## src/rtl/boiler_fill_ctrl_pkg.sv

```systemverilog
// Shared definitions for the boiler sprite controllers.
//   - colour codes driven to the renderer (0 = empty/white, 1..6 paint colours)
//   - FSM state encodings for the fill controller
//   - layer count of one boiler and a helper that cycles the pending colour
package boiler_fill_ctrl_pkg;

   localparam logic [2:0] COL_EMPTY      = 3'd0;
   localparam logic [2:0] COL_PINK       = 3'd1;
   localparam logic [2:0] COL_LIGHTGREEN = 3'd2;
   localparam logic [2:0] COL_ORANGE     = 3'd3;
   localparam logic [2:0] COL_BLUE       = 3'd4;
   localparam logic [2:0] COL_LIGHTBLUE  = 3'd5;
   localparam logic [2:0] COL_LIGHTGREY  = 3'd6;

   localparam logic [1:0] ST_IDLE      = 2'd0;
   localparam logic [1:0] ST_SELECTED  = 2'd1;
   localparam logic [1:0] ST_POURING   = 2'd2;
   localparam logic [1:0] ST_CONFIRMED = 2'd3;

   localparam int         MAX_LAYERS = 4;
   localparam logic [2:0] LEVEL_FULL = 3'(MAX_LAYERS);

   // Pending colour walks 1..6 and wraps; code 7 (and 0) fall back to pink
   // so an illegal value can never be poured.
   function automatic logic [2:0] next_colour(input logic [2:0] c);
      logic [2:0] n;
      case (c)
         COL_PINK:       n = COL_LIGHTGREEN;
         COL_LIGHTGREEN: n = COL_ORANGE;
         COL_ORANGE:     n = COL_BLUE;
         COL_BLUE:       n = COL_LIGHTBLUE;
         COL_LIGHTBLUE:  n = COL_LIGHTGREY;
         COL_LIGHTGREY:  n = COL_PINK;
         default:        n = COL_PINK;
      endcase
      return n;
   endfunction

endpackage

```

## src/rtl/boiler_fill_ctrl_pour_timer.sv

```systemverilog
// pour_timer: counts frame_tick pulses while a pour animation runs.
// Ports:
//   clk, reset    system clock, synchronous active-high reset
//   start_i       clears the count as a new pour begins
//   run_i         high while the controller is pouring; ticks count only then
//   frame_tick_i  1-cycle pulse per display frame
//   done_o        combinational; high on the tick that completes FILL_TICKS
module pour_timer #(
   parameter int FILL_TICKS = 30
) (
   input  logic clk,
   input  logic reset,
   input  logic start_i,
   input  logic run_i,
   input  logic frame_tick_i,
   output logic done_o
);

   localparam int             CW   = $clog2(FILL_TICKS + 1);
   localparam logic [CW-1:0]  LAST = CW'(FILL_TICKS - 1);

   logic [CW-1:0] tick_cnt_q;
   logic [CW-1:0] tick_cnt_d;
   logic          count_en;

   assign count_en = run_i && frame_tick_i;

   // The tick that would bring the count to FILL_TICKS finishes the pour and
   // returns the count to zero, so the register never holds FILL_TICKS.
   assign done_o = count_en && (tick_cnt_q == LAST);

   always_comb begin
      tick_cnt_d = tick_cnt_q;
      if (start_i || done_o) begin
         tick_cnt_d = '0;
      end else if (count_en) begin
         tick_cnt_d = tick_cnt_q + CW'(1);
      end
   end

   always_ff @(posedge clk) begin
      if (reset) begin
         tick_cnt_q <= '0;
      end else begin
         tick_cnt_q <= tick_cnt_d;
      end
   end

endmodule

```

## src/rtl/boiler_fill_ctrl.sv

```systemverilog
// boiler_fill_ctrl: game-logic controller for one boiler sprite. Turns button
// pulses into layer-by-layer colour fills with a timed pour, undo and confirm.
// Ports:
//   clk, reset          system clock, synchronous active-high reset
//   frame_tick          1-cycle pulse per display frame (pour animation pacing)
//   btn_sel/next/pour/undo/confirm  1-cycle debounced button pulses
//   pending_colour      colour the next pour will write (1..6)
//   colour1..colour4    layer colours to the renderer, colour1 = bottom, 0 = empty
//   fill_level          filled layers, 0..4
//   selected/confirmed/busy  registered state decodes
//   pour_done           1-cycle pulse in the cycle a layer is written
//
// state      | meaning
// -----------+---------------------------------------------------------
// IDLE       | not selected; only btn_sel is honoured
// SELECTED   | player editing: sel > confirm > undo > pour > next
// POURING    | pour animation running, buttons ignored until timer done
// CONFIRMED  | boiler locked; btn_sel clears it and returns to IDLE
module boiler_fill_ctrl
   import boiler_fill_ctrl_pkg::*;
#(
   parameter int FILL_TICKS = 30
) (
   input  logic       clk,
   input  logic       reset,
   input  logic       frame_tick,
   input  logic       btn_sel,
   input  logic       btn_next,
   input  logic       btn_pour,
   input  logic       btn_undo,
   input  logic       btn_confirm,
   output logic [2:0] pending_colour,
   output logic [2:0] colour1,
   output logic [2:0] colour2,
   output logic [2:0] colour3,
   output logic [2:0] colour4,
   output logic [2:0] fill_level,
   output logic       selected,
   output logic       confirmed,
   output logic       busy,
   output logic       pour_done
);

   logic [1:0] state_q, state_d;
   logic [2:0] fill_q, fill_d;
   logic [2:0] pend_q, pend_d;
   logic [2:0] layer_q [MAX_LAYERS];
   logic [2:0] layer_d [MAX_LAYERS];
   logic       selected_q, confirmed_q, busy_q, pour_done_q;
   logic       pour_start;
   logic       timer_done;
   logic [1:0] top_idx;
   logic [1:0] next_idx;

   // top_idx addresses the topmost filled layer (only used when fill_q > 0),
   // next_idx the first empty one (only used when fill_q < 4).
   assign top_idx  = 2'(fill_q - 3'd1);
   assign next_idx = fill_q[1:0];

   pour_timer #(
      .FILL_TICKS (FILL_TICKS)
   ) u_pour_timer (
      .clk          (clk),
      .reset        (reset),
      .start_i      (pour_start),
      .run_i        (state_q == ST_POURING),
      .frame_tick_i (frame_tick),
      .done_o       (timer_done)
   );

   always_comb begin
      state_d    = state_q;
      fill_d     = fill_q;
      pend_d     = pend_q;
      pour_start = 1'b0;
      for (int i = 0; i < MAX_LAYERS; i++) begin
         layer_d[i] = layer_q[i];
      end

      case (state_q)
         ST_IDLE: begin
            if (btn_sel) begin
               state_d = ST_SELECTED;
            end
         end

         // Priority is by button, so a higher-priority press that is ignored
         // (e.g. confirm when not full) still masks lower ones that cycle.
         ST_SELECTED: begin
            if (btn_sel) begin
               state_d = ST_IDLE;
            end else if (btn_confirm) begin
               if (fill_q == LEVEL_FULL) begin
                  state_d = ST_CONFIRMED;
               end
            end else if (btn_undo) begin
               if (fill_q != 3'd0) begin
                  layer_d[top_idx] = COL_EMPTY;
                  fill_d           = fill_q - 3'd1;
               end
            end else if (btn_pour) begin
               if (fill_q != LEVEL_FULL) begin
                  state_d    = ST_POURING;
                  pour_start = 1'b1;
               end
            end else if (btn_next) begin
               pend_d = next_colour(pend_q);
            end
         end

         ST_POURING: begin
            if (timer_done) begin
               layer_d[next_idx] = pend_q;
               fill_d            = fill_q + 3'd1;
               state_d           = ST_SELECTED;
            end
         end

         ST_CONFIRMED: begin
            if (btn_sel) begin
               for (int i = 0; i < MAX_LAYERS; i++) begin
                  layer_d[i] = COL_EMPTY;
               end
               fill_d  = 3'd0;
               pend_d  = COL_PINK;
               state_d = ST_IDLE;
            end
         end

         default: begin
            state_d = ST_IDLE;
         end
      endcase
   end

   always_ff @(posedge clk) begin
      if (reset) begin
         state_q     <= ST_IDLE;
         fill_q      <= 3'd0;
         pend_q      <= COL_PINK;
         selected_q  <= 1'b0;
         confirmed_q <= 1'b0;
         busy_q      <= 1'b0;
         pour_done_q <= 1'b0;
         for (int i = 0; i < MAX_LAYERS; i++) begin
            layer_q[i] <= COL_EMPTY;
         end
      end else begin
         state_q     <= state_d;
         fill_q      <= fill_d;
         pend_q      <= pend_d;
         // Status flags are decoded from the next state so they line up with
         // the state register instead of lagging it by a cycle.
         selected_q  <= (state_d == ST_SELECTED) || (state_d == ST_POURING);
         confirmed_q <= (state_d == ST_CONFIRMED);
         busy_q      <= (state_d == ST_POURING);
         pour_done_q <= (state_q == ST_POURING) && timer_done;
         for (int i = 0; i < MAX_LAYERS; i++) begin
            layer_q[i] <= layer_d[i];
         end
      end
   end

   assign pending_colour = pend_q;
   assign colour1        = layer_q[0];
   assign colour2        = layer_q[1];
   assign colour3        = layer_q[2];
   assign colour4        = layer_q[3];
   assign fill_level     = fill_q;
   assign selected       = selected_q;
   assign confirmed      = confirmed_q;
   assign busy           = busy_q;
   assign pour_done      = pour_done_q;

endmodule

```

## config.mk

```make
export PLATFORM = sky130hd
export DESIGN_NAME = boiler_fill_ctrl
export DESIGN_NICKNAME = d
export VERILOG_FILES = /design/src/rtl/boiler_fill_ctrl_pkg.sv /design/src/rtl/boiler_fill_ctrl_pour_timer.sv /design/src/rtl/boiler_fill_ctrl.sv
export SDC_FILE = /design/constraint.sdc
export NUM_CORES = 1
export LEC_CHECK = 0
export BUFFER_PORTS_ARGS = -buffer_cell sky130_fd_sc_hd__buf_4
export CAP_MARGIN = 15
export CORE_ASPECT_RATIO = 2
export CORE_UTILIZATION = 25
export DETAILED_ROUTE_END_ITERATION = 8
export PLACE_DENSITY_LB_ADDON = 0.08
export SKIP_LAST_GASP = 1
export SYNTH_ARGS = -nofsm -noshare
export SYNTH_HDL_FRONTEND = slang
export SYNTH_SLANG_ARGS = --single-unit
```

## constraint.sdc

```tcl
create_clock -name clk -period 1.9 [get_ports clk]
set_clock_uncertainty 0.2 [all_clocks]
set_input_delay 0.095 -clock clk [delete_from_list [all_inputs] [get_ports clk]]
set_output_delay 0.095 -clock clk [all_outputs]
set_load 0.1 [all_outputs]
```

==> results.cfg, run 1 <==
[run_status]
status = complete, no violations

[yosys]
ys_ff_latch = 29
synth_top_area_share_pct = 34.1
synth-edff-count = 0
ys.flop_type = dfxtp_1
synth_xor_area_share_pct = 2.06
ys_top_cells_by_area = dfxtp_1 34%, a22o_1 6.2%, nand4b_1 6.2%
synth-simple-area-share_pct = 28.2
yosys.area.top_type = dfxtp_1
synth_top_family_by_area = simple AND/OR/NAND/NOR gates
async_reset_ff_share_pct = 0
netlist_area_um2 = 1700
yosysWarnings = 0
synthMuxAreaShare_pct = 0.588
synth.distinct_cells = 46
syn_avg_cell_area_um2 = 8.59
synthesis.nets = 214
yosysSeqAreaShare_pct = 34.1
synth_compound_area_share_pct = 23.1
synthAdderAreaFrac_pct = 5.88
syn_inst = 198

[final_layout]
fin_cells = 336
antenna_cells = 0
final_common_cell = buf_4
utilization_pct = 37.5
final_nets = 263
synthToLayoutAreaGrowth_pct = 44.9
drive_above_1_share_pct = 37.1
mostFrequentLayoutCells = 54 x buf_4, 20 x dfxtp_1, 17 x a21oi_1, 17 x nor2_1, 14 x nand3_1

[placement]
place.gp.congestion = 0.742
hpwl_mm = 3.67
io_buffers = 29
placedCellCount = 322
dp_slack_ns = 0.0191

[power]
pwr-share-seq_pct = 34.5
intPower_mw = 1.42
p_sw_mw = 0.411
peakVddDrop_mv = 0.488
power_density_nw_per_um2 = 742
switching_share_pct = 22.4
power_frac_comb_pct = 8.4
p_leak_nw = 0.953
p_clk_share_pct = 57.1

[sta]
clock.fmax_mhz = 549
setup-tns-final_ns = 0
hold_viol_final = 0
fin_crit_sh_pct = 95.9
min_period_ns = 1.82
whs_ns = 0.0614
setup_slack_ns = 0.0780
slew_headroom_pct = 73.7
worstMarginPinSlew_ns = 0.390
rsz0062_at_grt = true
setup_violations = 0
slew_violations = 0

[setup_path]
r2r_slack_ns = 0.08
worstPathRequired_ns = 1.86
cp.arrival_ns = 1.79
r2r-end = selected
r2r_start = fill_level[1]
r2r_cells = 8
cp-end-kind = flip-flop
cp-start-kind = flip-flop
cp_max_fo = 5
crit_type = flip-flop to flip-flop

[global_route]
grt_pass1_vias = 1697
grt_pass1_wl_mm = 7.95
antenna_found_initial = 0
grt_start_max_net_pins = 31
grt_overflow_total = 0
track_usage_pct = 15.1

[routing]
post_drt_wl_per_cell_um = 14.8
drtIter0Drc = 41
drc = 0
vias = 1652
drtPass1Iterations = 4
routed_via_density = 4.92
antenna_left = 0
wl_mm = 4.99

[min_path]
hold_end = fill_level[1]
hp-class = input port to flip-flop
hp-start = btn_undo
min_delay_path_depth = 4

[floorplan]
num_rows = 42
start_util_pct = 25.9
coreArea_um2 = 6570
io_pins = 30
die_width_um = 60.3
fp.dieH_um = 119
fp.dieArea_um2 = 7160

[clocking]
clock_sinks = 29
cts_tree = done
cts-htree-levels = 2
cts_root_buffer = clkbuf_16
numCtsBuffers = 5
clk_path_buf_depth = 2
path_clk_slew_ns = 0.06
clk_latency_ns = 0.28

[job]
maxCapViolCount = 0
## final cells by class
cell class                      instances  area, um^2
Inverter                                7        31.3
Tap cell                               88         110
Multi-Input combinational cell        146        1060
Sequential cell                        29         597
Fill cell                             713        4100
Clock inverter                          3        65.1
Clock buffer                            5         125
Timing Repair Buffer                   58         480
## per-layer routing
| layer | GRT usage [%] | wire length [um] | up-vias |
|---|---|---|---|
| li1 | - | - | 828 |
| met1 | 13.3 | 1780 | 791 |
| met2 | 29.9 | 2990 | 24 |
| met3 | 2.63 | 104 | 9 |
| met4 | 6.69 | 111 | 0 |
| met5 | 0 | 0 | - |
## state kept, by name, indices dropped and copies added (netlist names)
signal	flops
pour_done	1
state_q	2
busy	1
pending_colour	3
selected	1
layer_q	12
confirmed	1
u_pour_timer.tick_cnt_q	5
fill_level	3
## Yosys cell counts (5+ instances only)
cell type	count
o21ai_0	12
nand2_1	7
inv_1	7
nor2_1	17
nand3_1	14
a21oi_1	17
ha_1	8
nand4b_1	12
dfxtp_1	29
nor3b_1	5
clkbuf_1	8
buf_2	5
a22o_1	12
## per-stage QoR
step	instance area, um^2	total power [mW]
after global routing	2470	1.89
final	2470	1.83
after floorplan	1740	0.741
after CTS	2380	1.85
after global placement	2180	0.795
after detailed placement	2180	0.793
## worst max-delay path, stage by stage (launching register included)
cell and delay (ns):
dfxtp_4 0.36, inv_4 0.07, ha_4 0.16, nand2_2 0.06, and4b_1 0.20, a211oi_2 0.27
inv_1 0.07, ha_1 0.27, nor2_1 0.03
## worst max path at each step
stage	cells past startpoint	slack, ns	endpoint	from
4_1_cts	5	0.002	fill_level[2]	state_q[1]
3_5_place_dp	5	0.02	fill_level[2]	state_q[1]
5_1_grt	8	-0.002	selected	fill_level[1]
6_report	8	0.08	selected	fill_level[1]
3_3_place_gp	5	0.02	fill_level[2]	state_q[1]
2_1_floorplan	4	-0.01	layer_q[1][1]	pending_colour[1]
## what timing repair did
item                                    in CTS  in global routing
setup buffers                                0                  4
endpoints found under the hold margin        3                  0
endpoints found under the setup margin       0                 18
resized for setup                            0                 13
hold buffers                                 1                  0
## power groups by stage
| stage | clock network [mW] | logic, mW | registers, mW |
|---|---|---|---|
| finish | 1.05 | 0.153 | 0.631 |
| detailed placement | 0 | 0.149 | 0.644 |
| CTS | 1.07 | 0.151 | 0.632 |
| global route | 1.09 | 0.164 | 0.634 |
| global placement | 0 | 0.150 | 0.645 |
| floorplan | 0 | 0.0612 | 0.679 |
## logic make-up (layout without fill, tap and decap cells)
group / count (synthesis) / after routing
xor gates and xnor gates: 4 / 4
and+or+nand+nor: 77 / 77
adders and majority gates: 8 / 8
DFF: 29 / 29
buffers and inverters: 23 / 73
AOI/OAI and AO/OA: 56 / 56
muxes: 1 / 1
Note: power is estimated with default switching activity, not from simulation.
==> run 2: changes to the inputs <==
--- a/config.mk
+++ b/config.mk
@@ -14,4 +14,5 @@
 export SKIP_LAST_GASP = 1
 export SYNTH_ARGS = -nofsm -noshare
 export SYNTH_HDL_FRONTEND = slang
+export SYNTH_HIERARCHICAL = 1
 export SYNTH_SLANG_ARGS = --single-unit
==> results.cfg, run 2 <==
[yosys]
syn_avg_cell_area_um2 = 8.81
yosysSeqAreaShare_pct = 41.7
async_reset_ff_share_pct = 0
ys_ff_latch = 29
synth.distinct_cells = 38
synth_top_area_share_pct = 41.7
synth.most_common_cell = dfxtp_1
yosysWarnings = 6
syn_inst = 158
ys_top_cells_by_area = dfxtp_1 42%, a22o_1 7.5%, ha_1 7.2%
yosys.area.top_type = dfxtp_1
synth-edff-count = 0
synthesis.nets = 174
synthTopCellsByCount = 29 x dfxtp_1, 16 x nor2_1, 13 x a21oi_1
ys.flop_type = dfxtp_1
netlist_area_um2 = 1390

[setup_path]
cp-end-kind = flip-flop
max_stage_delay_ns = 0.36
worstPathRequired_ns = 1.93
crit_top_cell = ha_4
r2r_cells = 8
crit_type = flip-flop to flip-flop
cp_max_fo = 4
cp_cell_sequence = inv_4, ha_4, a211oi_4, buf_4, a311oi_2, a21oi_2, ha_4, nor2_4
cp.arrival_ns = 1.95
cp-start-kind = flip-flop
slowest_stage = dfxtp_4

[floorplan]
fp.dieH_um = 108
die_width_um = 54.8
coreArea_um2 = 5370
io_pins = 30
fp.dieArea_um2 = 5890
start_util_pct = 25.9
num_rows = 38

[global_route]
antenna_found_initial = 0
grt_overflow_total = 0
track_usage_pct = 15.1
grt_pass1_vias = 1378
grt_pass1_wl_mm = 6.33
grt_start_max_net_pins = 22

[routing]
wl_mm = 4.15
vias = 1425
drtIter0Drc = 18
drtPass1Iterations = 4
routed_via_density = 5.16
antenna_left = 0
post_drt_wl_per_cell_um = 15.0
drc = 0

[placement]
hpwl_mm = 3.10
dp_slack_ns = -0.0505
place.gp.congestion = 0.786
io_buffers = 29
placedCellCount = 258

[final_layout]
synthToLayoutAreaGrowth_pct = 56.0
final_nets = 231
largest_reg_flops = 12
top_register = layer_q
drive_above_1_share_pct = 49.5
final.fill_count = 568
fin_cells = 276
final_common_cell = buf_4
reg_top3 = layer_q: 12 flops, u_pour_timer/tick_cnt_q: 5 flops
antenna_cells = 0
mostFrequentLayoutCells = 52 x buf_4, 21 x dfxtp_1, 14 x nor2_1
multi_input_area_um2 = 912
layout.area.seq_um2 = 596

[clocking]
cts_root_buffer = clkbuf_8
cts_tree = done
cts-htree-levels = 2
clock_sinks = 29
path_clk_slew_ns = 0.06
clk_path_buf_depth = 2
numCtsBuffers = 5
clk_latency_ns = 0.28

[sta]
clock.fmax_mhz = 520
worstMarginPinSlew_ns = 0.426
hold_viol_final = 0
min_period_ns = 1.92
rsz0062_at_grt = true
fin_crit_sh_pct = 101
setup_slack_ns = -0.0237
slew_headroom_pct = 71.6
setup_violations = 2
slew_violations = 0

[power]
power_density_nw_per_um2 = 699
p_leak_nw = 0.885
peakVddDrop_mv = 0.582

[run_status]
status = finished with violations
violations = negative setup slack

[min_path]
min_delay_path_depth = 5
hp-class = input port to flip-flop

[job]
maxCapViolCount = 0
## run 2: cell count changes in the layout (fill, tap and decap cells not counted), moves of 3 or more
cell and delta:
a21oi_1 -10, a21oi_2 +5, a31oi_1 +5, clkbuf_16 -6, clkbuf_8 +7, dlygate4sd3_1 +3
nand3_1 -12, nand4b_1 -12, nor2_1 -3, nor3_2 +3, nor3b_1 -5, o21ai_0 -6
## run 2: cells by family (layout without fill, tap and decap cells)
logic type | after synthesis | in the layout | share of synthesized area, %
compound gates | 55 | 55 | 27.9
fa+ha+maj | 8 | 8 | 7.19
buf+inv | 18 | 76 | 5.03
xor+xnor | 2 | 2 | 1.26
simple gates | 46 | 46 | 16.9
flops | 29 | 29 | 41.7
## run 2: power breakdown
part	internal (mW)	leakage [nW]	switching [mW]
Sequential	0.621	0.238	0.0133
Clock	0.327	0.0542	0.232
Combinational	0.124	0.592	0.201
## run 2: cell type report
type / instances / share of cell area [%]
timing repair buffer: 57 / 20.3
clock buffer: 7 / 4.44
clock inverter: 1 / 0.230
inverter: 11 / 2.13
multi-input combinational: 111 / 42.0
sequential: 29 / 27.4
tap: 60 / 3.46
## run 2: metrics by stage
| stage | TNS, ns | total power, mW | utilization [%] | hold WS, ns | instance area, um^2 |
|---|---|---|---|---|---|
| floorplan | -0.183 | 0.827 | - | -0.00603 | 1440 |
| global placement | -0.0447 | 0.909 | 34.2 | 0.127 | 1840 |
| global route | -0.840 | 1.58 | 40.4 | 0.0796 | 2170 |
| detailed placement | -0.243 | 0.912 | 34.2 | 0.134 | 1840 |
| finish | -0.0307 | 1.52 | 40.4 | 0.0381 | 2170 |
| CTS | -0.00283 | 1.49 | 37.4 | 0.0586 | 2010 |
## run 2: what timing repair did
| item | in CTS | in global routing |
|---|---|---|
| resized for setup | 7 | 30 |
| hold endpoints to repair | 8 | 0 |
| pin swaps | 2 | 14 |
| hold buffers | 4 | 0 |
| gates cloned | 0 | 1 |
| setup endpoints to repair | 11 | 26 |
| buffers inserted | 0 | 5 |
## run 2: critical path: cells and delay by family (launching register included)
kind | cells | cell delay [ns]
AND/OR/NAND/NOR | 1 | 0.06
AO/OA/AOI/OAI | 3 | 0.62
buffers and inverters | 2 | 0.21
flip-flops | 1 | 0.36
adder cells (fa/ha/maj) | 2 | 0.41
## run 2: worst paths after layout
check	start	end	slack [ns]
setup / recovery	fill_level[0]	selected	-0.02
hold / removal	btn_sel	pending_colour[0]	0.04
setup reg to reg	fill_level[0]	selected	-0.02
hold reg to reg	layer_q[3][2]	layer_q[3][2]	0.28
## run 2: routing by layer
metal  GRT usage [%]  share of wire (%)
met2            28.9                 60
met5               0                  0
met3            3.11                3.8
met1            13.1                 34
met4            8.24                3.0
==> run 3: changes to the inputs <==
--- a/config.mk
+++ b/config.mk
@@ -8,11 +8,11 @@
 export BUFFER_PORTS_ARGS = -buffer_cell sky130_fd_sc_hd__buf_4
 export CAP_MARGIN = 15
 export CORE_ASPECT_RATIO = 2
+export CORE_MARGIN = 2
 export CORE_UTILIZATION = 25
 export DETAILED_ROUTE_END_ITERATION = 8
 export PLACE_DENSITY_LB_ADDON = 0.08
 export SKIP_LAST_GASP = 1
 export SYNTH_ARGS = -nofsm -noshare
 export SYNTH_HDL_FRONTEND = slang
-export SYNTH_HIERARCHICAL = 1
 export SYNTH_SLANG_ARGS = --single-unit
==> results.cfg, run 3 (synthesis results as in run 1) <==
[run_status]
status = complete, no violations

[setup_path]
cp_cell_sequence = inv_2, ha_4, nand2_1, and4b_1, or3_4, a211oi_2
cp-start-kind = flip-flop
cp_max_fo = 7
max_stage_delay_ns = 0.41
r2r_cells = 6
cp-end-kind = flip-flop
crit_start = fill_level[0]
r2r_start = fill_level[0]
crit_buf_inv = 1
setup.worst_path.end = u_pour_timer.tick_cnt_q[1]
crit_type = flip-flop to flip-flop
cp.depth = 6
cp.arrival_ns = 1.81
worstPathRequired_ns = 1.90
cp_top_family = simple AND/OR/NAND/NOR gates
r2r_slack_ns = 0.09
r2r-end = u_pour_timer.tick_cnt_q[1]
slowest_stage = or3_4

[clocking]
path_clk_slew_ns = 0.05
numCtsBuffers = 5
clk_path_buf_depth = 2
cts_root_buffer = clkbuf_16
cts-htree-levels = 2
clk_latency_ns = 0.28
clock_sinks = 29
cts_setup_buffers = 0
cts_tree = done

[routing]
drc = 0
post_drt_wl_per_cell_um = 15.0
drtIter0Drc = 55
vias = 1620
antenna_left = 0
drtPass1Iterations = 6
wl_mm = 4.89
routed_via_density = 4.95

[placement]
hpwl_mm = 3.62
dp_slack_ns = 0.0248
placedCellCount = 319
place.gp.congestion = 0.727
io_buffers = 29
dpl_cell_area_um2 = 2170

[final_layout]
synthToLayoutAreaGrowth_pct = 37.4
mostFrequentLayoutCells = 46 x buf_4, 22 x dfxtp_1, 17 x a21oi_1, 17 x nor2_1, 14 x nand3_1
antenna_cells = 0
final_common_cell = buf_4
reg_top3 = layer_q: 12 flops, u_pour_timer.tick_cnt_q: 5 flops
drive_above_1_share_pct = 31.8
fin_cells = 327
final_nets = 255
post-route-cell-area_um2 = 2340
utilization_pct = 35.3
top_register = layer_q
largest_reg_flops = 12

[sta]
worstMarginPinSlew_ns = 0.424
setup-tns-final_ns = 0
setup_violations = 0
setup_slack_ns = 0.0937
slew_headroom_pct = 71.7
rsz0062_at_grt = false
min_period_ns = 1.81
hold_viol_final = 0
slew_violations = 0
fin_crit_sh_pct = 95.1
clock.fmax_mhz = 554

[floorplan]
coreArea_um2 = 6620
start_util_pct = 25.7
fp.dieH_um = 121
die_width_um = 62.3
io_pins = 30
num_rows = 42
fp.dieArea_um2 = 7520

[global_route]
grt_start_max_net_pins = 31
antenna_found_initial = 0
track_usage_pct = 14.1
grt_pass1_wl_mm = 8.24
grt_pass1_vias = 1633
grt_overflow_total = 0

[power]
power_frac_comb_pct = 9.6
p_leak_nw = 0.870
p_clk_share_pct = 49.8
pwr-share-seq_pct = 40.5
p_sw_mw = 0.384
switching_share_pct = 24.5
peakVddDrop_mv = 0.303
power_density_nw_per_um2 = 670
intPower_mw = 1.18

[min_path]
hp-class = input port to flip-flop
hp-start = btn_undo

[job]
maxCapViolCount = 0
run 3: area by class of cell:
class / count / area (um^2)
fill: 752 / 4280
timing repair buffer: 50 / 415
sequential: 29 / 594
tap: 88 / 110
multi-input combinational: 146 / 1050
clock buffer: 7 / 143
inverter: 7 / 26.3
run 3: worst min-delay path by stage:
stage / end / slack (ns) / depth (start not counted)
after floorplan: state_q[0] / 0.05 / 2
after global placement: layer_q[0][2] / 0.27 / 2
after detailed placement: layer_q[1][0] / 0.27 / 2
after CTS: fill_level[1] / 0.02 / 4
after global routing: fill_level[1] / 0.06 / 4
final: fill_level[1] / 0.02 / 4
run 3: metrics by stage:
stage	hold slack, ns	total power [mW]
6_report	0.0249	1.57
5_1_grt	0.0618	1.62
4_1_cts	0.0231	1.60
3_5_place_dp	0.274	0.798
3_3_place_gp	0.266	0.798
2_1_floorplan	0.0483	0.741
run 3: power groups by stage:
stage,registers (mW),clock network (mW),logic [mW]
final,0.636,0.781,0.151
after global placement,0.647,0,0.151
after global routing,0.636,0.825,0.163
after floorplan,0.679,0,0.0612
after detailed placement,0.648,0,0.150
after CTS,0.635,0.814,0.152
run 3: worst register-to-register path: cells and delay by family, from the launching register on:
kind | cells | cell delay (ns)
buffers and inverters | 1 | 0.09
and+or+nand+nor | 3 | 0.70
AOI/OAI and AO/OA | 1 | 0.19
adders and majority gates | 1 | 0.19
DFF | 1 | 0.36
run 3: repair_timing:
| action | 4_1_cts | 5_1_grt |
|---|---|---|
| setup endpoints to repair | 0 | 19 |
| gates resized for setup | 0 | 4 |
| hold endpoints to repair | 2 | 0 |
| hold buffers | 1 | 0 |
run 3: metal layers:
metal | vias up | global-route usage (%) | routed length [um]
li1 | 815 | - | -
met1 | 770 | 13.1 | 1790
met2 | 26 | 28.1 | 2820
met3 | 9 | 2.79 | 142
met4 | 0 | 7.64 | 139
met5 | - | 0 | 0
